**src/rtl/multi_pattern_generator.sv**
```systemverilog
// multi_pattern_generator
// Streams synthetic test frames into the 17-bit pixel queue of the frame-buffer
// loader. Word format: bit16 = marker flag, bits15:0 = pixel (RGB565) or marker code.
// Markers: 0x10000 frame start, 0x10001 row start, 0x1FFFF frame end.
// Patterns (latched at frame start): 0 colour bars, 1 gradient, 2 checkerboard, 3 solid.
//
// Ports:
//   clk_i           system clock
//   reset_i         synchronous, active-high reset
//   enable_i        starts a new frame from IDLE while high
//   mode_i[1:0]     pattern select
//   solid_color_i   RGB565 colour for mode 3
//   queue_full_i    queue almost-full; no word is issued on an edge where it is high
//   queue_data_o    registered queue word
//   queue_wr_en_o   registered write strobe, one word per high cycle
//   frame_done_o    one-cycle pulse alongside the frame-end marker
//   frame_count_o   completed frames, wraps
//
// Optional build macro PATTERN_SCROLL_EN: adds a per-frame column offset so
// modes 0-2 scroll left one pixel per frame.
//
// state        | meaning
// S_IDLE       | no output; waits for enable_i
// S_FRAME_START| issue frame-start marker, latch mode and solid colour
// S_ROW_START  | issue row-start marker, clear column and bar counters
// S_PIXELS     | issue FRAME_WIDTH pixel words of the current row
// S_FRAME_END  | issue frame-end marker, pulse frame_done, bump frame counter
module multi_pattern_generator #(
    parameter int FRAME_WIDTH    = 480,
    parameter int FRAME_HEIGHT   = 272,
    parameter int NUM_COLOR_BARS = 10,
    parameter int CHECKER_SHIFT  = 4
) (
    input  logic        clk_i,
    input  logic        reset_i,
    input  logic        enable_i,
    input  logic [1:0]  mode_i,
    input  logic [15:0] solid_color_i,
    input  logic        queue_full_i,
    output logic [16:0] queue_data_o,
    output logic        queue_wr_en_o,
    output logic        frame_done_o,
    output logic [15:0] frame_count_o
);

    localparam int          BW       = FRAME_WIDTH / NUM_COLOR_BARS;
    localparam logic [10:0] LAST_COL = 11'(FRAME_WIDTH - 1);
    localparam logic [10:0] LAST_ROW = 11'(FRAME_HEIGHT - 1);
    localparam logic [10:0] BW_LAST  = 11'(BW - 1);
    localparam logic [3:0]  BAR_LAST = 4'(NUM_COLOR_BARS - 1);

    typedef enum logic [2:0] {
        S_IDLE, S_FRAME_START, S_ROW_START, S_PIXELS, S_FRAME_END
    } state_t;

    state_t      state_q, state_d;
    logic [10:0] col_q, col_d, row_q, row_d, sub_q, sub_d;
    logic [3:0]  bar_q, bar_d;
    logic [1:0]  mode_q, mode_d;
    logic [15:0] solid_q, solid_d, count_q, count_d;
    logic [16:0] data_q, data_d;
    logic        wr_en_q, wr_en_d, done_q, done_d;
    logic [10:0] ccol;
    logic [15:0] pixel;
    logic [3:0]  seed_bar;
    logic [10:0] seed_sub;

    // Bar counter step: the bar index advances every BW columns and sticks at
    // the last bar so remainder columns reuse it.
    function automatic logic [14:0] bar_step(input logic [3:0] b, input logic [10:0] s);
        if (s == BW_LAST)
            return {(b == BAR_LAST) ? b : b + 4'd1, 11'd0};
        return {b, s + 11'd1};
    endfunction

    function automatic logic [15:0] bar_color(input logic [3:0] idx);
        case (idx)
            4'd0:    return 16'h6B4D;
            4'd1:    return 16'hB5B6;
            4'd2:    return 16'hB5A2;
            4'd3:    return 16'h15B6;
            4'd4:    return 16'h15A2;
            4'd5:    return 16'hB096;
            4'd6:    return 16'hB082;
            4'd7:    return 16'h1096;
            4'd8:    return 16'h1082;
            default: return 16'hEF5D;
        endcase
    endfunction

`ifdef PATTERN_SCROLL_EN
    logic [10:0] offset_q, offset_d, seed_sub_q, seed_sub_d;
    logic [3:0]  seed_bar_q, seed_bar_d;
    logic [11:0] csum;

    // Colour column = (col + offset) mod FRAME_WIDTH; both terms are below
    // FRAME_WIDTH so one conditional subtract suffices.
    assign csum     = {1'b0, col_q} + {1'b0, offset_q};
    assign ccol     = (csum >= 12'(FRAME_WIDTH)) ? 11'(csum - 12'(FRAME_WIDTH)) : csum[10:0];
    assign seed_bar = seed_bar_q;
    assign seed_sub = seed_sub_q;
`else
    assign ccol     = col_q;
    assign seed_bar = 4'd0;
    assign seed_sub = 11'd0;
`endif

    always_comb begin
        pixel = solid_q;
        case (mode_q)
            2'd0: pixel = bar_color(bar_q);
            2'd1: pixel = {ccol[4:0], row_q[5:0], 5'(ccol[4:0] + row_q[4:0])};
            2'd2: pixel = (ccol[CHECKER_SHIFT] ^ row_q[CHECKER_SHIFT]) ? 16'hFFFF : 16'h0000;
            default: pixel = solid_q;
        endcase
    end

    always_comb begin
        state_d = state_q;
        col_d   = col_q;
        row_d   = row_q;
        bar_d   = bar_q;
        sub_d   = sub_q;
        mode_d  = mode_q;
        solid_d = solid_q;
        count_d = count_q;
        data_d  = data_q;
        wr_en_d = 1'b0;
        done_d  = 1'b0;
`ifdef PATTERN_SCROLL_EN
        offset_d   = offset_q;
        seed_bar_d = seed_bar_q;
        seed_sub_d = seed_sub_q;
`endif
        case (state_q)
            S_IDLE: begin
                if (enable_i) state_d = S_FRAME_START;
            end
            S_FRAME_START: begin
                if (!queue_full_i) begin
                    data_d  = 17'h10000;
                    wr_en_d = 1'b1;
                    mode_d  = mode_i;
                    solid_d = solid_color_i;
                    row_d   = 11'd0;
                    state_d = S_ROW_START;
                end
            end
            S_ROW_START: begin
                if (!queue_full_i) begin
                    data_d  = 17'h10001;
                    wr_en_d = 1'b1;
                    col_d   = 11'd0;
                    bar_d   = seed_bar;
                    sub_d   = seed_sub;
                    state_d = S_PIXELS;
                end
            end
            S_PIXELS: begin
                if (!queue_full_i) begin
                    data_d  = {1'b0, pixel};
                    wr_en_d = 1'b1;
                    col_d   = col_q + 11'd1;
                    // Colour column wrapping back to 0 restarts the bars.
                    if (ccol == LAST_COL) {bar_d, sub_d} = 15'd0;
                    else                  {bar_d, sub_d} = bar_step(bar_q, sub_q);
                    if (col_q == LAST_COL) begin
                        if (row_q == LAST_ROW) begin
                            state_d = S_FRAME_END;
                        end else begin
                            row_d   = row_q + 11'd1;
                            state_d = S_ROW_START;
                        end
                    end
                end
            end
            S_FRAME_END: begin
                if (!queue_full_i) begin
                    data_d  = 17'h1FFFF;
                    wr_en_d = 1'b1;
                    done_d  = 1'b1;
                    count_d = count_q + 16'd1;
                    state_d = S_IDLE;
`ifdef PATTERN_SCROLL_EN
                    // Seeds track the bar position of colour column == offset.
                    if (offset_q == LAST_COL) begin
                        offset_d                 = 11'd0;
                        {seed_bar_d, seed_sub_d} = 15'd0;
                    end else begin
                        offset_d                 = offset_q + 11'd1;
                        {seed_bar_d, seed_sub_d} = bar_step(seed_bar_q, seed_sub_q);
                    end
`endif
                end
            end
            default: state_d = S_IDLE;
        endcase
    end

    always_ff @(posedge clk_i) begin
        if (reset_i) begin
            state_q <= S_IDLE;
            col_q   <= '0;
            row_q   <= '0;
            bar_q   <= '0;
            sub_q   <= '0;
            mode_q  <= '0;
            solid_q <= '0;
            count_q <= '0;
            data_q  <= '0;
            wr_en_q <= 1'b0;
            done_q  <= 1'b0;
`ifdef PATTERN_SCROLL_EN
            offset_q   <= '0;
            seed_bar_q <= '0;
            seed_sub_q <= '0;
`endif
        end else begin
            state_q <= state_d;
            col_q   <= col_d;
            row_q   <= row_d;
            bar_q   <= bar_d;
            sub_q   <= sub_d;
            mode_q  <= mode_d;
            solid_q <= solid_d;
            count_q <= count_d;
            data_q  <= data_d;
            wr_en_q <= wr_en_d;
            done_q  <= done_d;
`ifdef PATTERN_SCROLL_EN
            offset_q   <= offset_d;
            seed_bar_q <= seed_bar_d;
            seed_sub_q <= seed_sub_d;
`endif
        end
    end

    assign queue_data_o  = data_q;
    assign queue_wr_en_o = wr_en_q;
    assign frame_done_o  = done_q;
    assign frame_count_o = count_q;

endmodule
```
**config.mk**
```make
export PLATFORM = sky130hd
export DESIGN_NAME = multi_pattern_generator
export DESIGN_NICKNAME = d
export VERILOG_FILES = /design/src/rtl/multi_pattern_generator.sv
export SDC_FILE = /design/constraint.sdc
export NUM_CORES = 1
export LEC_CHECK = 0
export BUFFER_PORTS_ARGS = -buffer_cell sky130_fd_sc_hd__buf_2
export CORE_UTILIZATION = 39
export DETAILED_ROUTE_END_ITERATION = 16
export GPL_TIMING_DRIVEN = 0
export SLEW_MARGIN = 20
export SYNTH_ARGS = -nofsm -noshare
export SYNTH_HDL_FRONTEND = slang
export SYNTH_SLANG_ARGS = --single-unit
```
**constraint.sdc**
```tcl
create_clock -name clk_i -period 7.81 [get_ports clk_i]
set_input_delay 0.781 -clock clk_i [delete_from_list [all_inputs] [get_ports clk_i]]
set_output_delay 0.781 -clock clk_i [all_outputs]
set_load 0.02 [all_outputs]
```
==> results.toml <==
[status]
run_status = "finished, final reports clean"

[timing]
final-hold-violation-count = 0
setup_viol = 0
grt_setup_unrepaired = "false"
setup_slack_ps = 4670
tightest_slew_ps = 754
slew_headroom = 0.496
setup-tns-final_ps = 0
post-route-period-util = 0.401
finalMaxSlewViolations = 0
fin_skew_ps = 9.49
period_needed_ps = 3140
max_freq_mhz = 319

[power_and_ir_drop]
powerDensity_nw_per_um2 = 203
vdd_drop_max_uv = 126
p_clk_frac = 0.399
switching_power_mw = 0.291
combPwrFrac = 0.114
power_frac_seq = 0.487
p_leak_nw = 2.19
internal_power_mw = 0.839
switching_share = 0.258

[clock_network]
cts-root-buf = "clkbuf_16"
htreeDepth = 3
clock_latency_ps = 350
cts_tree = "built"
clockBufferDepth = 2
cts_sinks = 102
cts_buffers = 9
cts_hold_buf = 0
cts_resized = 0
clk_pin_slew_ps = 70
cts_setup_buffers = 0

[die]
die_x_um = 113
core_area_um2 = 12000
std_cell_rows = 40
die_y_um = 113
initial_core_util = 0.401
pin_count = 57
die-area_um2 = 12800

[yosys]
synthArstFlopShare = 0
synth_top_area_share = 0.424
synthFlopType = "dfxtp_1"
yosysWarnings = 0
synth_area_um2 = 4810
synth.largest_area_cell = "dfxtp_1"
yosys-top-cells-count = "102 x dfxtp_1, 71 x nand2_1, 71 x nor2_1, 57 x a21oi_1, 26 x clkbuf_1"
yosysMostFrequentCell = "dfxtp_1"
yosysSeqAreaShare = 0.424
ys_types = 56
synthTopCellsByArea = "dfxtp_1 42%, a21oi_1 5.9%, nand2_1 5.5%"
syn_inst = 566
avgSynthCellArea_um2 = 8.51
synth_nets = 603
ys_ff_latch = 102
synth_edf_count = 0

[global_route]
antenna_found_initial = 0
busiest_layer = "met2"
grt_pass1_wl_mm = 18.5
overflow = 0
use_met2 = 0.297
grt_max_degree = 17
gr-usage-met3 = 0.0364
met1_usage = 0.240
first_global_vias = 3770
grt_usage = 0.184

[critical_path]
max_stage_delay_ps = 570
critPathLaunch = "queue_full_i"
worstPathRequired_ps = 8020
path_delay_family = "simple AND/OR/NAND/NOR gates"
critPathKind = "input port to flip-flop"
cp-end-kind = "flip-flop"
reg2reg_slack_ps = 4790
path_max_fanout = 10
cp_num_cells = 10
crit_path_start_kind = "input port"
crit_path_cell_trace = "clkbuf_1 -> nor3b_1 -> nand2_1 -> or2_2 -> and3_1 -> o21bai_1 -> ha_1 -> and2_1 -> buf_4 -> a21oi_1"
r2r-start = "ccol[1]"
critical_path_buf_inv_count = 2
arrival_ps = 3340
slowest_stage = "nor3b_1"
r2r_cells = 10

[drt]
vias_per_cell = 5.23
first_iter_violations = 186
via_count = 4100
drcViolationCount = 0
drt-pass1-iter-count = 4
routed_wl_mm = 11.1
wl_per_cell_um = 14.2
ant_nets = 0

[place]
place_area_um2 = 5270
dp_hpwl_mm = 8.34
io_buffers = 55
gp_congestion = 0.866
dp_slack_ps = 4340

[hold_path]
holdCritStartpoint = "solid_q[14]"
hold_path_class = "flip-flop to flip-flop"

[final_layout]
multi_input_area_um2 = 2610
final_nets = 669
fin_util = 0.464
antenna_cells = 0
fin_area_um2 = 5570
fill_cells = 1215
drive_gt1_frac = 0.149
seq_area_um2 = 2040
syn2layout_area_growth_pct = 15.8

[job]
maxCapViolCount = 0
worst min path at each step:
stage                        to  slack (ps)  depth (start not counted)
finish              solid_q[14]         460                          2
global route         solid_q[8]         470                          2
CTS                 solid_q[14]         460                          2
detailed placement  solid_q[14]         450                          2
global placement    solid_q[14]         450                          2
floorplan           solid_q[11]         430                          2
cell usage in the layout, fill, tap and decap left out, types with 2 or more instances in the layout:
master	synthesis	final
nor2b_1	6	6
a21o_1	4	4
and3_1	10	10
or3_1	9	9
mux2i_1	9	9
and2_1	3	3
o21ai_0	20	20
nor2_1	71	71
nor4b_2	2	2
dfxtp_1	102	102
ha_1	14	14
inv_2	2	2
mux4_2	6	6
or2_2	4	4
xor2_1	24	24
nand4_1	13	13
xnor2_1	18	18
and4_1	3	3
a21oi_1	57	57
clkbuf_1	26	26
a211oi_1	2	2
o21ai_1	3	3
nand3_1	15	15
inv_1	13	13
clkinv_2	0	3
nor3b_1	4	4
clkbuf_16	0	9
buf_2	1	56
nand2_1	71	71
nor3_1	24	24
nand2b_1	2	2
o21bai_1	2	2
cell type report:
class | instances | share of cell area
tap | 147 | 0.0330
sequential | 102 | 0.366
timing repair buffer | 55 | 0.0494
buffer | 28 | 0.0198
clock inverter | 6 | 0.0110
multi-input combinational | 421 | 0.468
clock buffer | 10 | 0.0429
inverter | 15 | 0.0101
flip-flops by register name (all words and copies together) (netlist names), 2 cells and up, named ones only:
| signal | count |
|---|---|
| state_q | 3 |
| bar_q | 4 |
| solid_q | 16 |
| sub_q | 11 |
| mode_q | 2 |
| frame_count_o | 16 |
| queue_data_o | 17 |
| row_q | 11 |
| ccol | 11 |
routing by layer:
metal | vias to the layer above | wire [um]
met4 | 0 | 244
met5 | - | 0
met1 | 1939 | 5450
met3 | 19 | 396
met2 | 71 | 5040
li1 | 2071 | -
power groups by stage:
stage,combinational (mW),clock (mW),sequential (mW)
2_1_floorplan,0.0766,0,0.574
3_5_place_dp,0.128,0,0.563
3_3_place_gp,0.127,0,0.562
4_1_cts,0.129,0.461,0.551
6_report,0.129,0.451,0.551
5_1_grt,0.144,0.484,0.553
logic make-up (layout without fill, tap and decap cells):
logic type | after synthesis | after routing | share of synthesized area
xor+xnor | 42 | 42 | 0.0764
fa+ha+maj | 15 | 15 | 0.0405
compound gates | 98 | 98 | 0.118
buf+inv | 43 | 114 | 0.0346
flops | 102 | 102 | 0.424
simple gates | 250 | 250 | 0.257
mux | 16 | 16 | 0.0491
through the flow:
stage | power [mW] | hold WS [ps] | instances
after floorplan | 0.651 | 433 | 566
after global routing | 1.18 | 474 | 784
final | 1.13 | 455 | 784
after detailed placement | 0.691 | 449 | 768
after CTS | 1.14 | 458 | 784
after global placement | 0.689 | 446 | 768
worst reg2reg max path: stages (launching register included):
cell      delay, ps
dfxtp_1         480
ha_1            270
nand4b_1        160
o31ai_2         630
nand2_1         160
and3_1          210
o21bai_1        390
ha_1            250
and2_1          130
buf_4           140
a21oi_1          70
Power figures use the tool's default switching activity.
